[src/rtl/keypad_scanner.sv]
// 4x4 matrix keypad scanner: active-low column strobe, 2-FF row synchronizer,
// full-scan debounce FSM. Optional BCD entry shift register under `ENTRY_REG_EN`.
module keypad_scanner #(
  parameter int unsigned SCAN_DIV       = 100_000,
  parameter int unsigned DEBOUNCE_SCANS = 20
) (
  input  logic        clk,
  input  logic        rst,
  input  logic [3:0]  row_in,
  output logic [3:0]  col_out,
  output logic [3:0]  key_code,
  output logic        key_valid,
  output logic        key_held,
  output logic [15:0] entry
);

  localparam int unsigned DivW = (SCAN_DIV > 1) ? $clog2(SCAN_DIV) : 1;
  localparam int unsigned CntW = $clog2(DEBOUNCE_SCANS + 1);

  localparam logic [DivW-1:0] DivLast = DivW'(SCAN_DIV - 1);
  localparam logic [CntW-1:0] CntMax  = CntW'(DEBOUNCE_SCANS);
  // Scan results are {none, code}; bit 4 set means no single key was seen.
  localparam logic [4:0]      ResNone = 5'h10;

  typedef enum logic [1:0] {
    StIdle,
    StPressDb,
    StPressed,
    StReleaseDb
  } state_e;

  logic [3:0]      row_s1_q, row_s2_q;
  logic [DivW-1:0] div_q, div_d;
  logic [1:0]      col_idx_q, col_idx_d;
  logic [3:0]      col_q, col_d;
  logic [15:0]     snap_q, snap_d;
  logic [4:0]      prev_q, prev_d;
  logic [CntW-1:0] cnt_q, cnt_d;
  state_e          state_q, state_d;
  logic [3:0]      key_code_q, key_code_d;
  logic            valid_q, valid_d;
  logic            held_q, held_d;

  logic            col_end;
  logic            scan_end;
  logic            accept;
  logic [4:0]      low_cnt;
  logic [3:0]      hit_idx;
  logic [4:0]      result;
  logic [3:0]      sidx;

  // Snapshot bit index is {row, col}.
  function automatic logic [3:0] code_of(input logic [3:0] idx);
    logic [3:0] code;
    case (idx)
      4'd0:    code = 4'h1;
      4'd1:    code = 4'h2;
      4'd2:    code = 4'h3;
      4'd3:    code = 4'hA;
      4'd4:    code = 4'h4;
      4'd5:    code = 4'h5;
      4'd6:    code = 4'h6;
      4'd7:    code = 4'hB;
      4'd8:    code = 4'h7;
      4'd9:    code = 4'h8;
      4'd10:   code = 4'h9;
      4'd11:   code = 4'hC;
      4'd12:   code = 4'hE;
      4'd13:   code = 4'h0;
      4'd14:   code = 4'hF;
      default: code = 4'hD;
    endcase
    return code;
  endfunction

  always_ff @(posedge clk or negedge rst) begin
    if (!rst) begin
      row_s1_q <= 4'hF;
      row_s2_q <= 4'hF;
    end else begin
      row_s1_q <= row_in;
      row_s2_q <= row_s1_q;
    end
  end

  // Column timing and row sampling.
  always_comb begin
    col_end   = (div_q == DivLast);
    scan_end  = col_end && (col_idx_q == 2'd3);
    div_d     = col_end ? '0 : div_q + DivW'(1);
    col_idx_d = col_end ? col_idx_q + 2'd1 : col_idx_q;
    col_d     = col_end ? {col_q[2:0], col_q[3]} : col_q;
    snap_d    = snap_q;
    sidx      = '0;
    if (col_end) begin
      for (int r = 0; r < 4; r++) begin
        sidx         = {2'(r), col_idx_q};
        snap_d[sidx] = row_s2_q[r];
      end
    end
  end

  // Column 3 is folded in through snap_d so the result is ready on the scan's last cycle.
  always_comb begin
    low_cnt = '0;
    hit_idx = '0;
    for (int i = 0; i < 16; i++) begin
      if (!snap_d[i]) begin
        low_cnt = low_cnt + 5'd1;
        hit_idx = 4'(i);
      end
    end
    result = (low_cnt == 5'd1) ? {1'b0, code_of(hit_idx)} : ResNone;
  end

  always_comb begin
    prev_d = prev_q;
    cnt_d  = cnt_q;
    if (scan_end) begin
      prev_d = result;
      if (result != prev_q) begin
        cnt_d = CntW'(1);
      end else if (cnt_q < CntMax) begin
        cnt_d = cnt_q + CntW'(1);
      end
    end
  end

  always_comb begin
    state_d    = state_q;
    key_code_d = key_code_q;
    valid_d    = 1'b0;
    held_d     = held_q;
    accept     = 1'b0;
    if (scan_end) begin
      unique case (state_q)
        StIdle: begin
          if (result != ResNone) state_d = StPressDb;
        end
        StPressDb: begin
          if (result != prev_q) begin
            state_d = StIdle;
          end else if (cnt_d == CntMax && result != ResNone) begin
            state_d    = StPressed;
            key_code_d = result[3:0];
            valid_d    = 1'b1;
            held_d     = 1'b1;
            accept     = 1'b1;
          end
        end
        StPressed: begin
          if (result != {1'b0, key_code_q}) state_d = StReleaseDb;
        end
        StReleaseDb: begin
          // A different key is ignored here: a new press needs a full release first.
          if (result == {1'b0, key_code_q}) begin
            state_d = StPressed;
          end else if (result == ResNone && cnt_d == CntMax) begin
            state_d = StIdle;
            held_d  = 1'b0;
          end
        end
        default: state_d = StIdle;
      endcase
    end
  end

  always_ff @(posedge clk or negedge rst) begin
    if (!rst) begin
      div_q      <= '0;
      col_idx_q  <= 2'd0;
      col_q      <= 4'b1110;
      snap_q     <= 16'hFFFF;
      prev_q     <= ResNone;
      cnt_q      <= '0;
      state_q    <= StIdle;
      key_code_q <= 4'h0;
      valid_q    <= 1'b0;
      held_q     <= 1'b0;
    end else begin
      div_q      <= div_d;
      col_idx_q  <= col_idx_d;
      col_q      <= col_d;
      snap_q     <= snap_d;
      prev_q     <= prev_d;
      cnt_q      <= cnt_d;
      state_q    <= state_d;
      key_code_q <= key_code_d;
      valid_q    <= valid_d;
      held_q     <= held_d;
    end
  end

`ifdef ENTRY_REG_EN
  logic [15:0] entry_q, entry_d;

  always_comb begin
    entry_d = entry_q;
    if (accept) begin
      if (key_code_d <= 4'd9) begin
        entry_d = {entry_q[11:0], key_code_d};
      end else if (key_code_d == 4'hC) begin
        entry_d = '0;
      end
    end
  end

  always_ff @(posedge clk or negedge rst) begin
    if (!rst) begin
      entry_q <= '0;
    end else begin
      entry_q <= entry_d;
    end
  end

  assign entry = entry_q;
`else
  logic unused_accept;
  assign unused_accept = accept;
  assign entry         = 16'h0000;
`endif

  assign col_out   = col_q;
  assign key_code  = key_code_q;
  assign key_valid = valid_q;
  assign key_held  = held_q;

endmodule

[config.mk]
export PLATFORM = sky130hd
export DESIGN_NAME = keypad_scanner
export DESIGN_NICKNAME = d
export VERILOG_FILES = /design/src/rtl/keypad_scanner.sv
export SDC_FILE = /design/constraint.sdc
export NUM_CORES = 1
export LEC_CHECK = 0
export CAP_MARGIN = 0
export CELL_PAD_IN_SITES_DETAIL_PLACEMENT = 1
export CELL_PAD_IN_SITES_GLOBAL_PLACEMENT = 1
export CORE_MARGIN = 2
export CORE_UTILIZATION = 43
export CTS_CLUSTER_DIAMETER = 30
export DETAILED_ROUTE_END_ITERATION = 8
export GPL_ROUTABILITY_DRIVEN = 0
export GPL_TIMING_DRIVEN = 0
export PLACE_DENSITY = 0.85
export SLEW_MARGIN = 20
export SYNTH_ARGS = -nofsm -noshare
export SYNTH_HDL_FRONTEND = slang
export SYNTH_SLANG_ARGS = --single-unit
[constraint.sdc]
create_clock -name clk -period 10.91 [get_ports clk]
set_input_delay 1.091 -clock clk [delete_from_list [all_inputs] [get_ports clk]]
set_output_delay 1.091 -clock clk [all_outputs]
set_load 0.01 [all_outputs]
# After elaboration in Yosys (flattened, before gate mapping)
# Memory sizes are Yosys's and may differ from the RTL's.
# Index checks and enable logic that the tools add are counted.
op_classes:
  add_sub_neg: 18
  mul: 0
  div: 0
  magnitude_cmp: 9
  eq_ne: 20
  shift: 0
  muxes: 65
  n_bitwise: 1
  n_reduce_logical: 12
op_table:
  columns: ["operator", "n"]
  rows:
  - ["$mux 5", 19]
  - ["$add 5x1->5 const B", 16]
  - ["$bwmux 16", 4]
  - ["$mux 4", 14]
  - ["$add 17x1->17 const B", 1]
  - ["$eq 17x17->1 const B", 1]
  - ["$mux 17", 1]
  - ["$mux 16", 1]
  - ["$mux 1", 14]
  - ["$mux 2", 6]
  - ["$ne 2x2->1 const B", 6]
  - ["$eq 5x5->1 const B", 2]
  - ["$lt 4x5->1 const B", 2]
  - ["$demux 1 s2", 4]
  - ["$ge 4x1->1 const B", 2]
  - ["$pmux 2 s4", 1]
  - ["$logic_and 1x1->1", 7]
  - ["$eq 2x2->1 const B", 3]
  - ["$ne 3x3->1 const B", 2]
  - ["$reduce_and 6->1", 1]
  - ["$eq 5x1->1 const B", 1]
  - ["$eq 5x4->1", 1]
  - ["$lt 2x5->1 const B", 1]
  - ["$lt 3x5->1 const B", 1]
  - ["other kinds (14)", 14]
totals:
  reg_bits: 65
  latchBits: 0
  ramBits: 0
  rom_bits: 64
  input_bits: 6
  out_inout_bits: 26
  elab_cells: 138
  mem_count: 1
memory_table:
  columns: ["name", "words", "width", "rd", "rd_clocked_by_memory_dff", "wr", "line_no", "source"]
  rows:
  - ["(name not given)", 16, 4, 1, 0, 0, "55", "case (idx)"]

# Logic depth before layout (Yosys ltp)
# Gate-level depths: netlist of the first run.
logic_depth:
  depth_word: 51
  ltp_mapped: 59
  mapped_depth_nobuf: 58

# Worst setup path after synthesis of the first run
# No wires, ideal clock.
synth_path:
  path_kind: "register to register"
  start: "register div_q[13]"
  end: "register state_q[1]"
  setup_time_ps: 128
  arrival_time_ps: 11229
  path_slack_ps: -447
  path_stages_with_launch: 59
  n_path_buf: 1
  synth_period_minus_slack_ps: 11357
  path_cell_list: "dfrtp_1 or4b_4 nor4_4 and2_0 clkbuf_1 mux2_2 ha_1 nor2b_1 or2_2 nor2_1 a21oi_1 ha_1 a21boi_0 a21boi_0 nand2_1 ha_1 a211oi_1 a31oi_1 [23 not listed] inv_1 ha_1 nor2_1 a21oi_1 ha_1 o22ai_1 a21oi_1 ha_1 nor2_1 nor2_1 ha_1 nand2_1 xor2_1 xnor2_1 or3_1 or3_1 a21oi_1 mux2_1"
synth_via:
  elab_chain_cells: 42
  word_cells_on_any_way: 70
synth_rtl:
  columns: ["element", "line_no", "source"]
  rows:
  - ["start, declared", "33", "logic [DivW-1:0] div_q, div_d;"]
  - ["start signal, assigned", "181", "div_q <= div_d;"]
  - ["$eq 17x17->1 *", "88", "col_end = (div_q == DivLast);"]
  - ["$mux 16", "95", "if (col_end) begin"]
  - ["$mux 1", "108", "if (!snap_d[i]) begin"]
  - ["$add 5x1->5", "109", "low_cnt = low_cnt + 5'd1;"]
  - ["$mux 5", "108", null]
  - ["$add 5x1->5", "109", null]
  - ["$mux 5", "108", null]
  - ["$add 5x1->5", "109", null]
  - ["[26 not listed]", null, null]
  - ["$mux 5", "113", "result = (low_cnt == 5'd1) ? {1'b0, code_of(hit_idx)} : ResNone;"]
  - ["$ne 5x5->1", "121, 141", null]
  - ["$mux 5", "121", "if (result != prev_q) begin"]
  - ["$mux 5", "119", "if (scan_end) begin"]
  - ["$eq 5x5->1", "143, 158", null]
  - ["$logic_and 1x1->1, on equally long branches", "158, 143", null]
  - ["$ne 3x3->1 (no source line)", null, null]
  - ["$reduce_and 5->1 (no source line)", null, null]
  - ["end signal, assigned", "176", "state_q <= StIdle;"]
  - ["end signal, assigned", "187", "state_q <= state_d;"]
  - ["end, declared", "39", "state_e state_q, state_d;"]
# Every way passes the cells marked *; elsewhere a longest branch is shown, timed or not.
# A chain may end at the register's enable or synchronous reset.

# Worst setup path after layout of the first run
layout_path:
  start: "register div_q[8]"
  end: "register key_code_q[2], in the netlist key_code[2]"
layout_via:
  word_cells_on_any_way: 60
layout_lines:
  columns: ["element", "line_no", "source"]
  rows:
  - ["$eq 17x17->1 *", "88", null]
  - ["$mux 16 *", "95", null]
  - ["via snap_d[1]", "36", "logic [15:0] snap_q, snap_d;"]
  - ["$mux 5", "108", null]
  - ["$add 5x1->5", "109", null]
  - ["$mux 5", "108", null]
  - ["$add 5x1->5", "109", null]
  - ["$mux 5", "108", null]
  - ["[24 not listed]", null, null]
  - ["$eq 5x1->1", "113", null]
  - ["$mux 5 *", "113", null]
  - ["$ne 5x5->1", "121, 141", null]
  - ["$mux 5", "121", null]
  - ["$mux 5", "119", null]
  - ["$eq 5x5->1", "143", "end else if (cnt_d == CntMax && result != ResNone) begin"]
  - ["$logic_and 1x1->1", "143", null]
  - ["$reduce_and 4->1 (no source line)", null, null]
  - ["end signal, assigned", "188", "key_code_q <= key_code_d;"]
  - ["end, declared", "40", "logic [3:0] key_code_q, key_code_d;"]
# The timed path passes the listed nets; every way through them passes the cells marked *.

==> results.yml, run 1 <==
critical_path:
  cp.required_ns: 11.12
  crit_cells: 60
  worst_path_largest_cell_delay_ns: 0.46
  slowest_stage: "dfrtp_1"
  critical_path.top_delay_family: "adder cells"
  cp-start-kind: "register"
  worstPathArrival_ns: 11.54
  crit_fanout: 5
  criticalPathCategory: "reg -> reg"
  cp-end-kind: "register"
  worst-path-buf-inv: 5
  cp_common_cell: "ha_4"
  r2r_cells: 60
sta:
  fmax_mhz: 88.27
  tightestPinTransition_ns: 0.9636
  layout_min_cycle_time_ns: 11.33
  hold_ws_ns: 0.3502
  worst_slack_ns: -0.4183
  finClkSkew_ns: 0.01367
  setup_viol: 18
  fin_crit_sh: 1.038
  finalMaxSlewViolations: 0
  rsz0062_at_grt: "yes"
  finalHoldViolations: 0
  maxSlewHeadroom: 0.3410
die:
  io_pins: 32
  fp-row-count: 41
  die_w_um: 118.7
  die_area_um2: 14090
  initial_core_util: 0.4447
  fp.coreArea_um2: 12720
  die_y_um: 118.7
clocking:
  numCtsBuffers: 9
  cts_max_path_buffers: 2
  clock_sinks: 65
  clk_pin_slew_ns: 0.07
  ctsHoldBuffers: 0
  root_buffer: "clkbuf_16"
  h-tree-depth: 3
  clk_latency_ns: 0.34
  tritoncts: "yes"
placement:
  placed_cell_area_um2: 6166
  hpwl_um: 11930
  pre_cts_slack_ns: -1.686
  dp.cells: 843
  portBuffers: 15
synthesis:
  synth-main-ff-cell: "dfrtp_1"
  synthArstFlopShare: 1.000
  yosysSeqAreaShare: 0.2937
  synth_cells: 640
  ys_ff_latch: 65
  synth_edf_count: 0
  ys_warn_count: 0
  ys_types: 82
  syn_avg_cell_area_um2: 8.841
  synth_area_um2: 5658
outcome:
  violations: "setup timing"
  outcome: "complete, but fails checks"
route:
  drc_errors: 0
  dr.pass1.iters: 5
  drtIter0Drc: 536
  drt-total-wl_um: 23610
  postRouteAntennaNets: 0
  viasPerCell: 6.480
  vias: 5955
  wl_per_cell_um: 25.69
global_route:
  antenna_found_initial: 0
  grt_pass1_vias: 6035
  grt_pass1_wl_um: 32420
  grt-ovfl-total: 0
  grt_util_all_layers: 0.2908
  grt_max_degree: 45
power:
  powerDensity_nw_per_um2: 81.40
  p_leak_nw: 3.060
  peakVddDrop_mv: 0.1345
layout:
  nNetsFinal: 773
  drive_above_1_share: 0.2985
  fin_util: 0.5744
  fillers: 1443
  n_antenna_cell: 0
  area_growth_pct: 29.15
  final_cells: 919
  design_area_um2: 7307
job:
  maxCapViolCount: 0
min_path:
  holdPathStages: 0
  hp-class: "reg -> reg"
[cell usage in the layout (no fill, tap or decap), drive strengths merged, types with 8 or more instances in the layout]
cell type and instances:
and2 11, nor3 10, ha 25, or3 10, dfstp 28, buf 80
inv 28, xnor2 47, nand3 22, o21ai 30, dfrtp 37, a31oi 10
nand2 85, xor2 25, clkbuf 28, nand4 10, and3 8, a21oi 43
nor2 41, mux2i 17, conb 16, clkdlybuf4s50 14, mux2 11, nor4 9
[power breakdown]
| part | leakage, nW | total [mW] | internal [mW] | switching (mW) |
|---|---|---|---|---|
| combinational | 2.11 | 0.0169 | 0.00674 | 0.0101 |
| sequential | 0.789 | 0.246 | 0.244 | 0.00209 |
| clock | 0.162 | 0.332 | 0.212 | 0.120 |
| total | 3.06 | 0.595 | 0.463 | 0.132 |
[worst reg2reg max path, delay by kind of cell, from the launching register on]
family | cells | cell delay (ns)
muxes | 2 | 0.68
AOI/OAI and AO/OA | 16 | 2.45
adders and majority gates | 14 | 3.68
xor gates and xnor gates | 2 | 0.36
and+or+nand+nor | 21 | 2.90
DFF | 1 | 0.46
buffers and inverters | 5 | 0.70
[worst paths after layout]
check | from | end | slack (ns)
setup / recovery | div_q[8]$_DFF_PN0_ | key_code[2]$_DFFE_PN0P_ | -0.42
hold reg to reg | row_s1_q[1]$_DFF_PN1_ | row_s2_q[1]$_DFF_PN1_ | 0.35
max in group asynchronous | rst | snap_q[13]$_DFF_PN1_ | 9.65
min in group asynchronous | rst | div_q[10]$_DFF_PN0_ | 0.65
setup reg to reg | div_q[8]$_DFF_PN0_ | key_code[2]$_DFFE_PN0P_ | -0.42
hold / removal | row_s1_q[1]$_DFF_PN1_ | row_s2_q[1]$_DFF_PN1_ | 0.35
[registers in the layout, indices dropped and copies added, names as in the netlist]
| signal | flops |
|---|---|
| cnt_q | 5 |
| col_idx_q | 2 |
| col_out | 4 |
| div_q | 17 |
| key_code | 4 |
| key_held | 1 |
| key_valid | 1 |
| prev_q | 5 |
| row_s1_q | 4 |
| row_s2_q | 4 |
| snap_q | 16 |
| state_q | 2 |
[Yosys cell counts, drive strengths merged, types with 7 or more instances]
master	instances	area [um^2]
buf	18	131.4
and3	8	50.05
xor2	25	271.5
mux2	11	138.9
o31ai	7	66.31
ha	25	312.8
o21ai	30	150.1
inv	28	105.1
nor3	10	50.05
nor2	41	156.4
mux2i	17	173.9
a31oi	10	62.56
a21oi	43	215.2
nor4	9	107.6
nand2	85	321.6
nand3	22	110.1
and2	11	68.82
xnor2	47	509.3
nand4	10	62.56
or3	10	62.56
a211oi	7	70.07
clkbuf	17	63.81
dfstp	28	735.7
dfrtp	37	925.9
[routing by layer]
metal | vias to the layer above | track usage | routed length (um)
li1 | 2460 | - | -
met1 | 2974 | 0.3381 | 8693
met2 | 385 | 0.5104 | 11910
met3 | 136 | 0.04730 | 1668
met4 | 0 | 0.1540 | 1343
met5 | - | 0 | 0
[timing repair]
action,CTS,global route
setup endpoints to repair,18,18
setup buffers,45,15
pin swaps,36,40
resized for setup,54,27
[cell families after synthesis]
kind of cell / synth area share
buffers and inverters: 0.05440
other: 0.0006628
AOI/OAI and AO/OA: 0.1674
xor gates and xnor gates: 0.1546
muxes: 0.05528
adders and majority gates: 0.05705
DFF: 0.2937
and+or+nand+nor: 0.2169
[cell type report]
type	count	area, um^2	share of cell area
clock buffers	11	252.7	0.03459
flip-flops and latches	65	1665	0.2279
repair buffers	76	640.6	0.08767
multi-input cells	525	4138	0.5663
well taps	172	215.2	0.02945
clock inverters	5	77.57	0.01062
plain buffers	35	205.2	0.02808
inverters	30	112.6	0.01541
[stage by stage]
stage	setup TNS, ns	total power, mW
floorplan	0	0.2573
global placement	-16.71	0.2644
detailed placement	-24.10	0.2658
CTS	-0.1718	0.5849
global route	-11.99	0.6046
finish	-5.655	0.5948
Power figures use the tool's default switching activity.
==> run 2, diff against run 1 <==
REMOVE_ABC_BUFFERS = 1   (was unset)
TNS_END_PERCENT = 10   (was unset)
==> run 2 against run 1 <==
Effect of this change: the flow still finishes with violations (setup timing); routed wire length decreased by 21%; total power decreased by 7.2%; worst setup slack improved by 0.18 ns; sequential share of layout area increased by 1.1 points; critical path depth decreased by 2; critical path type unchanged; largest cell class unchanged; largest power group unchanged.
==> results.yml, run 2 (same netlist as run 1, synthesis figures left out) <==
outcome:
  outcome: "complete, but fails checks"
  violations: "setup timing"
global_route:
  grt_pass1_wl_um: 28320
  grt_pass1_vias: 5653
  grt_max_degree: 38
  antenna_found_initial: 0
  grt_util_all_layers: 0.2485
  grt-ovfl-total: 0
critical_path:
  r2r_slack_ns: -0.24
  worstPathArrival_ns: 11.37
  r2r_cells: 58
  worst_path_largest_cell_delay_ns: 0.57
  timing.rr.start: "div_q[5]$_DFF_PN0_"
  criticalPathCategory: "reg -> reg"
  slowest_stage: "or4b_4"
  cp-end-kind: "register"
  cp_common_cell: "ha_4"
  crit_fanout: 4
  cp-start-kind: "register"
  cp.required_ns: 11.13
  timing.rr.end: "state_q[1]$_DFFE_PN0P_"
sta:
  hold_ws_ns: 0.3588
  setup_tns_ns: -1.827
  rsz0062_at_grt: "yes"
  fin_crit_sh: 1.022
  fmax_mhz: 89.68
  finalMaxSlewViolations: 0
  setup_viol: 12
  maxSlewHeadroom: 0.3699
  layout_min_cycle_time_ns: 11.15
  finalHoldViolations: 0
  finClkSkew_ns: 0.007611
  tightestPinTransition_ns: 0.9188
  worst_slack_ns: -0.2406
layout:
  top_register: "div_q"
  top_regs: "div_q x17, snap_q x16"
  fillers: 1466
  area_growth_pct: 23.09
  drive_above_1_share: 0.2755
  final_cell_mix: "nand2_1, buf_4, xnor2_1"
  largest_reg_flops: 17
  final_cells: 869
  n_antenna_cell: 0
  final_common_cell: "nand2_1"
  nNetsFinal: 724
min_path:
  min-delay-start: "row_s1_q[1]$_DFF_PN1_"
  holdPathEnd: "row_s2_q[1]$_DFF_PN1_"
  hp-class: "reg -> reg"
  holdPathStages: 0
die:
  die_area_um2: 14090
  die_y_um: 118.7
  fp-row-count: 41
  io_pins: 32
  fp.coreArea_um2: 12720
  initial_core_util: 0.4447
  die_w_um: 118.7
route:
  dr.pass1.iters: 5
  met1_length_um: 7653
  viasPerCell: 6.001
  postRouteAntennaNets: 0
  met3_length_um: 561
  vias: 5215
  wl_per_cell_um: 21.49
  drc_errors: 0
  wl_met2_um: 9944
  top_layer_used: "met4"
  drt-total-wl_um: 18680
  drtIter0Drc: 387
clocking:
  h-tree-depth: 3
  clock_sinks: 65
  ctsHoldBuffers: 0
  cts_max_path_buffers: 2
  clk_latency_ns: 0.34
  clk_pin_slew_ns: 0.05
  root_buffer: "clkbuf_16"
  tritoncts: "yes"
  numCtsBuffers: 9
job:
  maxCapViolCount: 0
power:
  powerDensity_nw_per_um2: 79.26
  peakVddDrop_mv: 0.1299
  p_leak_nw: 2.871
placement:
  portBuffers: 15
  hpwl_um: 11610
  dp.cells: 810
[run 2: changes by cell type in the layout (fill, tap and decap cells not counted), moves of 2 or more]
cell / before / now
nor2_2: 3 / 6
nor2_4: 4 / 2
clkbuf_1: 16 / 1
buf_6: 6 / 3
buf_4: 72 / 44
o21ai_0: 26 / 28
o21ai_1: 2 / 0
ha_1: 17 / 15
a31oi_2: 2 / 0
a31oi_4: 1 / 3
a21oi_2: 6 / 8
[run 2: cell type report]
class,count,area [um^2],share of cell area
clock buffer,12,256.5,0.03683
clock inverter,3,40.04,0.005749
inverter,30,112.6,0.01617
multi-input combinational,525,4151,0.5961
sequential,65,1664,0.2390
tap,172,215.2,0.03090
timing repair buffer,62,524.3,0.07528
[run 2: how the worst max path moves through the flow]
stage	slack, ns	end	startpoint	cells past startpoint
6_report	-0.24	state_q[1]$_DFFE_PN0P_	div_q[5]$_DFF_PN0_	58
5_1_grt	-0.69	state_q[1]$_DFFE_PN0P_	div_q[5]$_DFF_PN0_	58
4_1_cts	0.002	state_q[1]$_DFFE_PN0P_	div_q[12]$_DFF_PN0_	58
3_5_place_dp	-2.32	key_code[2]$_DFFE_PN0P_	div_q[0]$_DFF_PN0_	58
3_3_place_gp	-1.66	state_q[1]$_DFFE_PN0P_	div_q[13]$_DFF_PN0_	57
2_1_floorplan	-0.41	state_q[1]$_DFFE_PN0P_	div_q[13]$_DFF_PN0_	57
[run 2: repair_timing]
action | 4_1_cts | 5_1_grt
pin swaps | 32 | 38
setup endpoints to repair | 18 | 18
setup buffers | 32 | 12
gates resized for setup | 49 | 38
[run 2: power breakdown]
part / internal, mW / switching [mW]
combinational: 0.00294 / 0.00818
clock: 0.187 / 0.107
sequential: 0.244 / 0.00223
[run 2: critical path, delay by kind of cell (launching register included)]
kind / cells / cell delay (ns)
fa+ha+maj: 13 / 3.30
simple gates: 18 / 2.95
compound gates: 19 / 2.86
mux: 2 / 0.66
buf+inv: 4 / 0.44
flops: 1 / 0.42
xor+xnor: 2 / 0.38
[run 2: metal layers]
layer | GRT usage | vias up
met5 | 0 | -
met4 | 0.09152 | 0
met3 | 0.03137 | 44
met2 | 0.4601 | 141
met1 | 0.2907 | 2682
li1 | - | 2348
[run 2: through the flow]
step           power [mW]  setup WS (ns)  utilization  instance area (um^2)
3_3_place_gp       0.2599         -1.655       0.4625                  5884
6_report           0.5520        -0.2406       0.5474                  6964
4_1_cts            0.5530       0.002475       0.5240                  6666
3_5_place_dp       0.2612         -2.317       0.4661                  5929
2_1_floorplan      0.2529        -0.4115            -                  5519
5_1_grt            0.5646        -0.6926       0.5474                  6964
==> run 3, diff against run 2 <==
CORE_UTILIZATION = 47   (was 43)
PLACE_DENSITY = 0.88   (was 0.85)
clock period = 11.05 ns   (was 10.91 ns; I/O delays follow)
==> run 3 against run 2 <==
Effect of this change: the flow still finishes with violations (setup timing); register-to-register slack worse by 0.11 ns; non-clock buffer count down 2; first-iteration DRC count up 33%; critical path type unchanged; largest power group unchanged.
==> results.yml, run 3 (same netlist as run 1, synthesis figures left out) <==
power:
  p_leak_nw: 2.841
  peakVddDrop_mv: 0.1154
  powerDensity_nw_per_um2: 75.93
  total_power_mw: 0.5225
layout:
  final_cell_mix: "nand2_1, buf_4, xnor2_1"
  final_common_cell: "nand2_1"
  top_regs: "div_q x17, snap_q x16"
  top_register: "div_q"
  design_area_um2: 6882
  largest_reg_flops: 17
  regArea_um2: 1663
  n_antenna_cell: 0
  area_growth_pct: 21.63
  final_cells: 843
  drive_above_1_share: 0.2644
  fin_util: 0.5802
  fillers: 1324
  nNetsFinal: 722
  multiInputGateArea_um2: 4145
route:
  drc_errors: 0
  wl_per_cell_um: 24.68
  postRouteAntennaNets: 0
  drt-total-wl_um: 20800
  dr.pass1.iters: 5
  viasPerCell: 6.444
  drtIter0Drc: 514
  vias: 5432
global_route:
  grt_pass1_wl_um: 31370
  grt-ovfl-total: 0
  grt_util_all_layers: 0.3096
  grt_max_degree: 44
  grt_pass1_vias: 5709
  antenna_found_initial: 0
critical_path:
  worstPathArrival_ns: 11.62
  cp_common_cell: "ha_4"
  crit_fanout: 14
  cp-end-kind: "register"
  slowest_stage: "ha_1"
  cp.required_ns: 11.26
  worst-path-buf-inv: 4
  criticalPathCategory: "reg -> reg"
  worst_path_largest_cell_delay_ns: 0.58
  critical_path.top_delay_family: "adder cells"
  cp-start-kind: "register"
placement:
  pre_cts_slack_ns: -2.183
  hpwl_um: 11650
  portBuffers: 15
  dp.cells: 784
  placed_cell_area_um2: 5894
sta:
  fmax_mhz: 87.69
  finalHoldViolations: 0
  fin_crit_sh: 1.032
  maxSlewHeadroom: 0.3541
  layout_min_cycle_time_ns: 11.40
  tightestPinTransition_ns: 0.9419
  worst_slack_ns: -0.3532
  setup_tns_ns: -4.217
  setup_viol: 18
  finalMaxSlewViolations: 0
  finClkSkew_ns: 0.01015
  hold_ws_ns: 0.3470
  rsz0062_at_grt: "yes"
die:
  die_w_um: 113.7
  initial_core_util: 0.4770
  fp-row-count: 40
  io_pins: 32
  fp.coreArea_um2: 11860
  die_y_um: 113.7
  die_area_um2: 12930
clocking:
  clock_sinks: 65
  root_buffer: "clkbuf_16"
  tritoncts: "yes"
  ctsHoldBuffers: 0
  numCtsBuffers: 9
  h-tree-depth: 3
  cts_max_path_buffers: 2
  clk_latency_ns: 0.34
  clk_pin_slew_ns: 0.05
job:
  maxCapViolCount: 0
min_path:
  hp-class: "reg -> reg"
outcome:
  violations: "setup timing"
  outcome: "complete, but fails checks"
## run 3: report_power, final
part           leakage (nW)  switching (mW)  internal (mW)  total [mW]
combinational          1.92         0.00806        0.00291      0.0110
clock                 0.131           0.103          0.165       0.268
sequential            0.791         0.00237          0.241       0.244
## run 3: path summary, 6_finish.rpt
kind | start | to | slack, ns | cells past startpoint
min | row_s1_q[1]$_DFF_PN1_ | row_s2_q[1]$_DFF_PN1_ | 0.35 | 0
min in group asynchronous | rst | col_out[0]$_DFFE_PN0N_ | 0.67 | 1
max | col_idx_q[0]$_DFFE_PN0N_ | state_q[1]$_DFFE_PN0P_ | -0.35 | 54
max in group asynchronous | rst | prev_q[4]$_DFFE_PN1P_ | 9.77 | 2
min reg2reg | row_s1_q[1]$_DFF_PN1_ | row_s2_q[1]$_DFF_PN1_ | 0.35 | 0
max reg2reg | col_idx_q[0]$_DFFE_PN0N_ | state_q[1]$_DFFE_PN0P_ | -0.35 | 54
## run 3: cell type report
cell class	instances	share of cell area
clock buffer	16	0.03945
inverter	30	0.01636
multi-input combinational	525	0.6024
sequential	65	0.2416
tap	147	0.02673
timing repair buffer	60	0.07345
## run 3: metal layers
metal / vias up / part of all wire / track usage / wire length [um]
met5: - / 0 / 0 / 0
met1: 2738 / 0.40 / 0.3677 / 8267
li1: 2345 / - / - / -
met4: 0 / 0.044 / 0.1569 / 907
met3: 85 / 0.044 / 0.03666 / 924
met2: 264 / 0.51 / 0.5529 / 10700
## run 3: what timing repair did
item	in CTS	in global routing
endpoints found under the setup margin	18	18
buffers inserted	31	12
pin swaps	34	35
resized for setup	49	34
